`src/rtl/gdi_gate_tester.sv`:
```
// Go/no-go tester for the GDI basic-gate layer: walks the four {a,b} vectors,
// samples the seven gate responses after a settle delay and accumulates error statistics.
module gdi_gate_tester #(
    parameter int SETTLE_CYCLES = 2
) (
    input  logic       clk,
    input  logic       rst_n,
    input  logic       start,
    input  logic [6:0] gate_out,
    output logic       a,
    output logic       b,
    output logic       busy,
    output logic       done,
    output logic       pass,
    output logic [4:0] err_count,
    output logic [6:0] err_mask,
    output logic [2:0] first_fail_gate,
    output logic [1:0] first_fail_vec
);

    typedef enum logic [1:0] {
        IDLE   = 2'd0,
        SETTLE = 2'd1,
        SAMPLE = 2'd2,
        DONE   = 2'd3
    } state_t;

    localparam logic [3:0] SETTLE_LOAD = 4'(SETTLE_CYCLES - 1);

    state_t     state;
    logic [3:0] settle_cnt;
    logic [1:0] vec;

    logic [6:0] expected;
    logic [6:0] mism;
    logic [2:0] mism_cnt;
    logic [4:0] err_sum;
    logic [2:0] mism_low;

    // The stimulus pins come straight from the vector register, so they are
    // registered and hold 1/1 in DONE once the last vector has been applied.
    assign a = vec[1];
    assign b = vec[0];

    // Gate bit order: and, or, inv(a), nand, nor, xor, xnor.
    always_comb begin
        expected = {~(vec[1] ^ vec[0]),
                    vec[1] ^ vec[0],
                    ~(vec[1] | vec[0]),
                    ~(vec[1] & vec[0]),
                    ~vec[1],
                    vec[1] | vec[0],
                    vec[1] & vec[0]};
        mism = gate_out ^ expected;
    end

    always_comb begin
        mism_cnt = 3'd0;
        for (int i = 0; i < 7; i++) begin
            mism_cnt = mism_cnt + 3'(mism[i]);
        end
        err_sum = err_count + 5'(mism_cnt);
    end

    // Scan from the top so the lowest set index wins.
    always_comb begin
        mism_low = 3'd0;
        for (int i = 6; i >= 0; i--) begin
            if (mism[i]) begin
                mism_low = 3'(i);
            end
        end
    end

    always_ff @(posedge clk) begin
        if (!rst_n) begin
            state           <= IDLE;
            settle_cnt      <= 4'd0;
            vec             <= 2'd0;
            busy            <= 1'b0;
            done            <= 1'b0;
            pass            <= 1'b0;
            err_count       <= 5'd0;
            err_mask        <= 7'd0;
            first_fail_gate <= 3'd0;
            first_fail_vec  <= 2'd0;
        end else begin
            case (state)
                IDLE, DONE: begin
                    if (start) begin
                        state           <= SETTLE;
                        settle_cnt      <= SETTLE_LOAD;
                        vec             <= 2'd0;
                        busy            <= 1'b1;
                        done            <= 1'b0;
                        pass            <= 1'b0;
                        err_count       <= 5'd0;
                        err_mask        <= 7'd0;
                        first_fail_gate <= 3'd0;
                        first_fail_vec  <= 2'd0;
                    end
                end
                SETTLE: begin
                    if (settle_cnt == 4'd0) begin
                        state <= SAMPLE;
                    end else begin
                        settle_cnt <= settle_cnt - 4'd1;
                    end
                end
                SAMPLE: begin
                    err_count <= err_sum;
                    err_mask  <= err_mask | mism;
                    // Only the very first failing sample records its location.
                    if ((mism != 7'd0) && (err_mask == 7'd0)) begin
                        first_fail_gate <= mism_low;
                        first_fail_vec  <= vec;
                    end
                    if (vec != 2'd3) begin
                        vec        <= vec + 2'd1;
                        settle_cnt <= SETTLE_LOAD;
                        state      <= SETTLE;
                    end else begin
                        state <= DONE;
                        busy  <= 1'b0;
                        done  <= 1'b1;
                        pass  <= (err_sum == 5'd0);
                    end
                end
                default: state <= IDLE;
            endcase
        end
    end

endmodule
```
`config.mk`:
```
export PLATFORM = sky130hd
export DESIGN_NAME = gdi_gate_tester
export DESIGN_NICKNAME = d
export VERILOG_FILES = /design/src/rtl/gdi_gate_tester.sv
export SDC_FILE = /design/constraint.sdc
export NUM_CORES = 1
export LEC_CHECK = 0
export ABC_CLOCK_PERIOD_IN_PS = 5800
export CORE_MARGIN = 2
export CORE_UTILIZATION = 30
export CTS_CLUSTER_SIZE = 28
export DETAILED_ROUTE_END_ITERATION = 7
export SYNTH_ARGS = -nofsm -noshare
export SYNTH_HDL_FRONTEND = slang
export SYNTH_SLANG_ARGS = --single-unit
```
`constraint.sdc`:
```
create_clock -name clk -period 5.8 [get_ports clk]
set_input_delay 0.87 -clock clk [delete_from_list [all_inputs] [get_ports clk]]
set_output_delay 0.87 -clock clk [all_outputs]
set_load 0.05 [all_outputs]
```
==> results of run 1 <==
[report_power, final]
group / internal [mW] / total [mW] / switching [mW]
Combinational: 0.109 / 0.281 / 0.172
Sequential: 0.211 / 0.225 / 0.0144
Clock: 0.0609 / 0.124 / 0.0627
Total: 0.381 / 0.630 / 0.249
[worst max-delay path: cells and delay by family]
kind	cells	cell delay, ns
fa+ha+maj	5	2.07
buf+inv	4	0.68
simple gates	2	0.56
xor+xnor	2	0.45
compound gates	1	0.16
mux	1	0.13
[state kept, by name (all words and copies together), names as in the netlist]
register	flops
err_mask	7
err_count	5
settle_cnt	4
first_fail_gate	3
first_fail_vec	2
state	2
vec	2
busy	1
done	1
pass	1
[layer usage]
metal	part of all wire, %	GRT usage [%]	vias to the layer above
li1	-	-	748
met1	51	17.6	653
met2	43	20.7	26
met3	4.3	2.84	6
met4	1.2	4.48	0
met5	0	0	-
[cell usage after synthesis]
library cell / number
or4_1: 2
and2_1: 3
nand2_1: 14
o21ai_1: 3
clkbuf_1: 5
clkinv_2: 1
o2bb2ai_1: 1
o21bai_1: 1
nor2_1: 21
nand4_1: 1
nand3_1: 8
o21ai_0: 7
a21oi_1: 17
nor3b_1: 2
or3_1: 1
a21o_1: 3
fa_1: 4
nor2b_1: 10
nand2_4: 1
nand2b_1: 2
xnor2_1: 6
nor3_1: 4
o41ai_4: 1
a22oi_1: 7
xor2_1: 4
buf_2: 1
nand4b_1: 1
clkinv_4: 1
ha_1: 14
mux2i_1: 6
inv_1: 18
or3b_2: 1
dfxtp_1: 28
o211a_1: 1
nor4_1: 1
o31ai_1: 1
[worst min-delay path by stage]
stage                       from           endpoint  cells past startpoint
6_report       first_fail_vec[1]  first_fail_vec[1]                      2
5_1_grt        first_fail_vec[0]  first_fail_vec[0]                      2
2_1_floorplan      settle_cnt[0]      settle_cnt[0]                      2
3_3_place_gp   first_fail_vec[1]  first_fail_vec[1]                      2
4_1_cts        first_fail_vec[1]  first_fail_vec[1]                      2
3_5_place_dp   first_fail_vec[1]  first_fail_vec[1]                      2
[final cells by class]
cell class / instances / share of cell area (%)
sequential: 28 / 26.2
inverter: 20 / 3.80
clock buffer: 4 / 2.57
tap: 72 / 4.21
multi-input combinational: 148 / 48.4
timing repair buffer: 32 / 14.8
[cells by family after synthesis]
logic type | synth area share (%)
mux | 3.53
simple gates | 21.3
compound gates | 15.9
flops | 32.9
buf+inv | 6.17
fa+ha+maj | 15.0
xor+xnor | 5.14
[through the flow]
step | instance area [µm²] | setup slack [ns] | std cells | hold slack, ns
3_5_place_dp | 2090 | 0.800 | 300 | 0.454
3_3_place_gp | 2090 | 0.868 | 300 | 0.447
2_1_floorplan | 1700 | 1.46 | 202 | 0.488
5_1_grt | 2140 | 0.870 | 304 | 0.493
6_report | 2140 | 1.10 | 304 | 0.465
4_1_cts | 2140 | 1.09 | 304 | 0.468
==> metrics.yaml, run 1 <==
synthesis:
  syn_area_mm2: 0.00170
  synth-seq-cells: 28
  syn_avg_cell_area_um2: 8.43
  synth.net_count: 230
  synth.largest_area_cell: "dfxtp_1"
  ys_top_cells_by_area: "dfxtp_1 33%, ha_1 10%, a21oi_1 5.0%"
  synth_top_area_share_pct: 32.9
  yosys_warnings: 0
  synthCells: 202
  ys_seq_area_share_pct: 32.9
  synth_cell_type_count: 36
job:
  drv_cap: 0
critical_path:
  cpMostUsedCell: "fa_1"
  crit_fanout: 3
  endpoint: "pass"
  worstPathArrival_ns: 4.92
  reg2reg_from: "vec[1]"
  cpMaxStageDelayCell: "fa_1"
  crit_required_ns: 6.02
  r2r_cells: 14
  start_kind: "primary input"
  r2r-end: "pass"
  startpoint: "gate_out[2]"
  end_kind: "flip-flop"
  critPathKind: "in2reg"
  crit_chain: "clkdlybuf4s50_1 -> xnor2_1 -> clkinv_4 -> fa_1 -> fa_1 -> fa_1 -> inv_1 -> ha_1 -> inv_1 -> fa_1 -> nand2b_1 -> a21oi_1 -> xor2_1 -> or4_1 -> mux2i_1"
  max_stage_delay_ns: 0.54
  r2r_setup_slack_ns: 1.46
grt:
  grtUsageTotal_pct: 13.1
  grt.overflow.total: 0
  grt_max_degree: 26
  grt_first_pass_wirelength_um: 6510
  grt_pass1_vias: 1403
  antenna_found_initial: 0
timing:
  fin_skew_ns: 0.00274
  setup_tns_ns: 0
  period_minus_slack_ns: 4.70
  tightest_slew_ns: 0.804
  finalHoldViolCount: 0
  rsz0062_at_grt: "false"
  finalCritPeriodShare_pct: 81.1
  slew_headroom_pct: 46.3
  slew_violations: 0
  fmax_ghz: 0.213
  setup_viol_count_final: 0
die:
  ioPinCount: 32
  die_w_um: 79.3
  die_h_um: 79.3
  die-area_mm2: 0.00629
  rows: 27
  start_util_pct: 30.9
  coreArea_mm2: 0.00551
run_status:
  status: "complete, no violations"
finish:
  multiInputGateArea_mm2: 0.00104
  drive_above_1_share_pct: 4.31
  seqCellArea_um2: 561
  diodes: 0
  syn2layout_area_growth_pct: 25.8
  final_nets: 261
  final_util_pct: 38.9
  n_fill_cell: 578
  mostFrequentLayoutCells: "31 x clkdlybuf4s50_1, 28 x dfxtp_1, 21 x nor2_1, 18 x inv_1, 17 x a21oi_1"
  final_common_cell: "clkdlybuf4s50_1"
placement:
  io_buffers: 31
  place_hpwl_um: 2900
  gp_congestion: 0.789
routing:
  viasPerCell: 4.71
  first_pass_iters: 4
  post_drt_wl_per_cell_um: 12.4
  wl_um: 3780
  drtAntennaViolNets: 0
  drc: 0
  vias: 1433
  drtIter0Drc: 61
power:
  p_total_mw: 0.630
  leakage_nw: 0.875
  p_per_area_mw_per_mm2: 294
  peakVddDrop_mv: 0.101
clock_tree:
  clock_path_buffers: 2
  clockRootBuffer: "clkbuf_8"
  clk_latency_ns: 0.28
  cts.sinks: 28
  ctsHoldBuffers: 0
  cts_max_level: 1
  cts_tree: "yes"
  clk_pin_slew_worst_paths_ns: 0.10
  cts_buffers: 3
  cts_resized: 0
  post_cts_buffers: 0
hold_path:
  hp-class: "reg2reg"
Note: power is estimated with default switching activity, not from simulation.
==> inputs of run 2 (changes only) <==
- ABC_CLOCK_PERIOD_IN_PS: 5800 -> 4850
- clock period: 5.8 -> 4.85 ns (I/O delays scaled with it)
==> run 2 against run 1 <==
Effect of this change:
- non-clock buffer count up 1
- first-iteration DRC count rose by 11%
- register-to-register slack worse by 0.81 ns
- wire length fell by 0.45%
- die area unchanged
- clock skew barely moved
- flip-flop and latch count did not move
- combinational power grew 19%
- core utilization decreased by 0.11 points
- clock power grew 3%
- largest power group unchanged
==> metrics.yaml, run 2 (synthesized netlist as in run 1, its figures left out) <==
run_status:
  status: "complete, no violations"
timing:
  setup_tns_ns: 0
  fmax_ghz: 0.219
  slew_headroom_pct: 44.6
  finalCritPeriodShare_pct: 94.4
  layout_setup_ws_ns: 0.273
  tightest_slew_ns: 0.828
  period_minus_slack_ns: 4.58
  rsz0062_at_grt: "false"
  slew_violations: 0
  setup_viol_count_final: 0
  fin_skew_ns: 0.00266
  timing.hold.ws_ns: 0.461
  finalHoldViolCount: 0
power:
  p_total_mw: 0.733
  leakage_nw: 0.873
  p_per_area_mw_per_mm2: 343
  peakVddDrop_mv: 0.140
clock_tree:
  cts_resized: 0
  cts_max_level: 1
  cts.sinks: 28
  post_cts_buffers: 0
  cts_tree: "yes"
  clock_path_buffers: 2
  clk_pin_slew_worst_paths_ns: 0.09
  cts_buffers: 3
  ctsHoldBuffers: 0
  clk_latency_ns: 0.27
  clockRootBuffer: "clkbuf_8"
grt:
  grt_max_degree: 26
  grtUsageTotal_pct: 12.8
  antenna_found_initial: 0
  grt_pass1_vias: 1340
  grt_first_pass_wirelength_um: 6330
  grt.overflow.total: 0
finish:
  design_area_mm2: 0.00214
  diodes: 0
  top_regs: "err_mask: 7 flops, err_count: 5 flops, settle_cnt: 4 flops"
  regMostFlops: "err_mask"
  n_fill_cell: 573
  mostFrequentLayoutCells: "31 x clkdlybuf4s50_1, 28 x dfxtp_1, 21 x nor2_1, 18 x inv_1, 17 x a21oi_1"
  syn2layout_area_growth_pct: 25.4
  stdcell_count: 304
  final_nets: 262
  drive_above_1_share_pct: 4.31
  largest_reg_flops: 7
  final_util_pct: 38.8
  final_common_cell: "clkdlybuf4s50_1"
routing:
  drtAntennaViolNets: 0
  drc: 0
  drtIter0Drc: 68
  first_pass_iters: 4
  vias: 1414
  post_drt_wl_per_cell_um: 12.4
  wl_um: 3760
  viasPerCell: 4.65
critical_path:
  reg2reg_from: "vec[1]"
  start_kind: "primary input"
  r2r_cells: 14
  end_kind: "flip-flop"
  crit_required_ns: 5.06
  crit_fanout: 3
  critPathKind: "in2reg"
  r2r-end: "pass"
  r2r_setup_slack_ns: 0.65
  worstPathArrival_ns: 4.79
placement:
  gp_congestion: 0.785
  dpl_cell_area_mm2: 0.00209
  place_hpwl_um: 2860
  pre_cts_ws_ns: -0.0335
  io_buffers: 31
  placedCellCount: 301
hold_path:
  min_from: "first_fail_gate[1]"
  hold_depth: 2
  hp-class: "reg2reg"
  hold_path_end: "first_fail_gate[1]"
die:
  rows: 27
  die_w_um: 79.3
  die_h_um: 79.3
  die-area_mm2: 0.00629
  start_util_pct: 30.9
  ioPinCount: 32
  coreArea_mm2: 0.00551
job:
  drv_cap: 0
==> run 2: cell types whose count changed in the layout (fill, tap and decap cells not counted), sizes merged <==
cell | previous run | this run
clkbuf | 4 | 3
buf | 1 | 2
==> run 2: layout make-up <==
class                      instances  area, µm²  share of cell area, %
timing repair buffer              33        325                   15.2
multi-input combinational        148       1040                   48.6
tap                               72       90.1                   4.22
sequential                        28        561                   26.2
inverter                          20       81.3                   3.81
clock buffer                       3       41.3                   1.93
==> run 2: worst max-delay path: stages <==
cell and delay (ns):
clkdlybuf4s50_1 0.42, xnor2_1 0.36, clkinv_4 0.13, fa_1 0.48, fa_1 0.53, fa_1 0.49
inv_1 0.07, ha_1 0.17, inv_1 0.06, fa_1 0.39, nand2b_1 0.17, a21oi_1 0.16
xor2_1 0.09, or4_1 0.40, mux2i_1 0.13
==> run 2: how the worst max path moves through the flow <==
stage,depth (start not counted),from,slack (ns),endpoint
floorplan,14,vec[1],0.54,pass
global placement,15,gate_out[2],0.07,pass
detailed placement,15,gate_out[2],-0.03,pass
CTS,15,gate_out[2],0.25,pass
global route,15,gate_out[2],0.02,pass
finish,15,gate_out[2],0.27,pass
==> run 2: report_power, final <==
| group | leakage, nW | switching, mW | total, mW | internal, mW |
|---|---|---|---|---|
| sequential | 0.228 | 0.0174 | 0.269 | 0.252 |
| combinational | 0.623 | 0.204 | 0.335 | 0.131 |
| clock | 0.0216 | 0.0723 | 0.128 | 0.0559 |
==> run 2: per-layer routing <==
layer	track usage, %	share of wire (%)	routed length [µm]
met1	17.8	52	1940
met2	20.1	43	1630
met3	2.27	4.5	168
met4	4.14	0.64	24
met5	0	0	0
==> inputs of run 3 (changes only) <==
- CAP_MARGIN: not set -> 20
- MAX_ROUTING_LAYER: not set -> met4
- SLEW_MARGIN: not set -> 25
==> run 3 against run 2 <==
Effect of this change:
- combinational power hardly changed
- first-iteration DRC count up 7.4%
- sequential power about the same
- final cell count unchanged
- critical path depth unchanged
- non-clock buffer count did not move
- flip-flop and latch count unchanged
- clock power hardly changed
- wire length about the same
- global-route usage increased by 0.35 points
==> metrics.yaml, run 3 (synthesized netlist as in run 1, its figures left out) <==
power:
  pwr-share-comb_pct: 45.8
  p_int_mw: 0.439
  leakage_nw: 0.873
  clkPwrFrac_pct: 17.5
  peakVddDrop_mv: 0.140
  seqPwrFrac_pct: 36.8
  swShare_pct: 40.1
  p_per_area_mw_per_mm2: 343
  p_sw_mw: 0.294
  p_total_mw: 0.733
critical_path:
  r2r_cells: 14
  end_kind: "flip-flop"
  start_kind: "primary input"
  r2r_setup_slack_ns: 0.65
  crit_fanout: 3
  worstPathArrival_ns: 4.79
  startpoint: "gate_out[2]"
  critPathKind: "in2reg"
  reg2reg_from: "vec[1]"
  r2r-end: "pass"
  endpoint: "pass"
  crit_required_ns: 5.06
routing:
  drc: 0
  viasPerCell: 4.65
  post_drt_wl_per_cell_um: 12.4
  drtAntennaViolNets: 0
  wl_um: 3760
  first_pass_iters: 4
  vias: 1415
  drtIter0Drc: 73
timing:
  finalHoldViolCount: 0
  finalCritPeriodShare_pct: 94.4
  slew_violations: 0
  slew_headroom_pct: 45.0
  fmax_ghz: 0.218
  setup_tns_ns: 0
  period_minus_slack_ns: 4.58
  tightest_slew_ns: 0.822
  rsz0062_at_grt: "false"
  setup_viol_count_final: 0
  fin_skew_ns: 0.00274
clock_tree:
  clk_pin_slew_worst_paths_ns: 0.09
  post_cts_buffers: 0
  cts_buffers: 3
  ctsHoldBuffers: 0
  cts.sinks: 28
  cts_tree: "yes"
  cts_resized: 0
  cts_max_level: 1
  clk_latency_ns: 0.27
  clockRootBuffer: "clkbuf_8"
  clock_path_buffers: 2
die:
  die_h_um: 79.3
  ioPinCount: 32
  start_util_pct: 30.9
  rows: 27
  die_w_um: 79.3
  die-area_mm2: 0.00629
  coreArea_mm2: 0.00551
placement:
  place_hpwl_um: 2860
  io_buffers: 31
  gp_congestion: 0.796
finish:
  regMostFlops: "err_mask"
  top_regs: "err_mask: 7 flops, err_count: 5 flops, settle_cnt: 4 flops"
  largest_reg_flops: 7
  n_fill_cell: 573
  final_common_cell: "clkdlybuf4s50_1"
  diodes: 0
  syn2layout_area_growth_pct: 25.4
  drive_above_1_share_pct: 4.31
  final_nets: 262
  mostFrequentLayoutCells: "31 x clkdlybuf4s50_1, 28 x dfxtp_1, 21 x nor2_1, 18 x inv_1, 17 x a21oi_1"
job:
  drv_cap: 0
grt:
  grt_first_pass_wirelength_um: 6330
  grt_max_degree: 26
  antenna_found_initial: 0
  grt_pass1_vias: 1339
  grtUsageTotal_pct: 13.2
  grt.overflow.total: 0
run_status:
  status: "complete, no violations"
hold_path:
  hp-class: "reg2reg"
run 3: cell counts in the layout (fill, tap and decap cells not counted):
No cell type changed its count.
run 3: routing by layer:
metal | up-vias | wire length (µm) | track usage (%)
li1 | 743 | - | -
met1 | 638 | 1950 | 17.9
met2 | 32 | 1630 | 20.1
met3 | 2 | 161 | 2.16
met4 | 0 | 24 | 4.14
met5 | - | 0 | -
run 3: layout make-up:
| class | count | area, µm² | share of cell area, % |
|---|---|---|---|
| Clock buffer | 3 | 41.3 | 1.93 |
| Multi-Input combinational cell | 148 | 1040 | 48.6 |
| Sequential cell | 28 | 561 | 26.2 |
| Tap cell | 72 | 90.1 | 4.22 |
| Inverter | 20 | 81.3 | 3.81 |
| Timing Repair Buffer | 33 | 325 | 15.2 |
run 3: how the worst min path moves through the flow:
stage / startpoint / to / slack [ns] / depth (start not counted)
floorplan: settle_cnt[0] / settle_cnt[0] / 0.49 / 2
global placement: first_fail_vec[1] / first_fail_vec[1] / 0.45 / 2
detailed placement: first_fail_gate[1] / first_fail_gate[1] / 0.45 / 2
CTS: first_fail_gate[1] / first_fail_gate[1] / 0.47 / 2
global route: first_fail_vec[1] / first_fail_vec[1] / 0.48 / 2
finish: first_fail_gate[1] / first_fail_gate[1] / 0.46 / 2
run 3: worst max-delay path, cell delays in order:
cell and delay (ns):
clkdlybuf4s50_1 0.42, xnor2_1 0.36, clkinv_4 0.13, fa_1 0.48, fa_1 0.53, fa_1 0.49
inv_1 0.07, ha_1 0.17, inv_1 0.06, fa_1 0.39, nand2b_1 0.17, a21oi_1 0.16
xor2_1 0.09, or4_1 0.40, mux2i_1 0.13
run 3: power by group through the flow:
| stage | sequential (mW) | clock [mW] | combinational, mW |
|---|---|---|---|
| after global placement | 0.274 | 0 | 0.333 |
| after global routing | 0.273 | 0.143 | 0.371 |
| after detailed placement | 0.275 | 0 | 0.336 |
| final | 0.269 | 0.128 | 0.335 |
| after CTS | 0.270 | 0.138 | 0.337 |
| after floorplan | 0.321 | 0 | 0.199 |
run 3: metrics by stage:
step	hold slack (ns)	area (µm²)	cells	setup slack, ns	util, %
6_report	0.461	2140	304	0.273	38.8
3_3_place_gp	0.449	2090	301	0.0665	38.0
5_1_grt	0.484	2140	304	0.0231	38.8
4_1_cts	0.469	2140	304	0.249	38.8
3_5_place_dp	0.454	2090	301	-0.0335	38.0
2_1_floorplan	0.488	1700	202	0.542	-
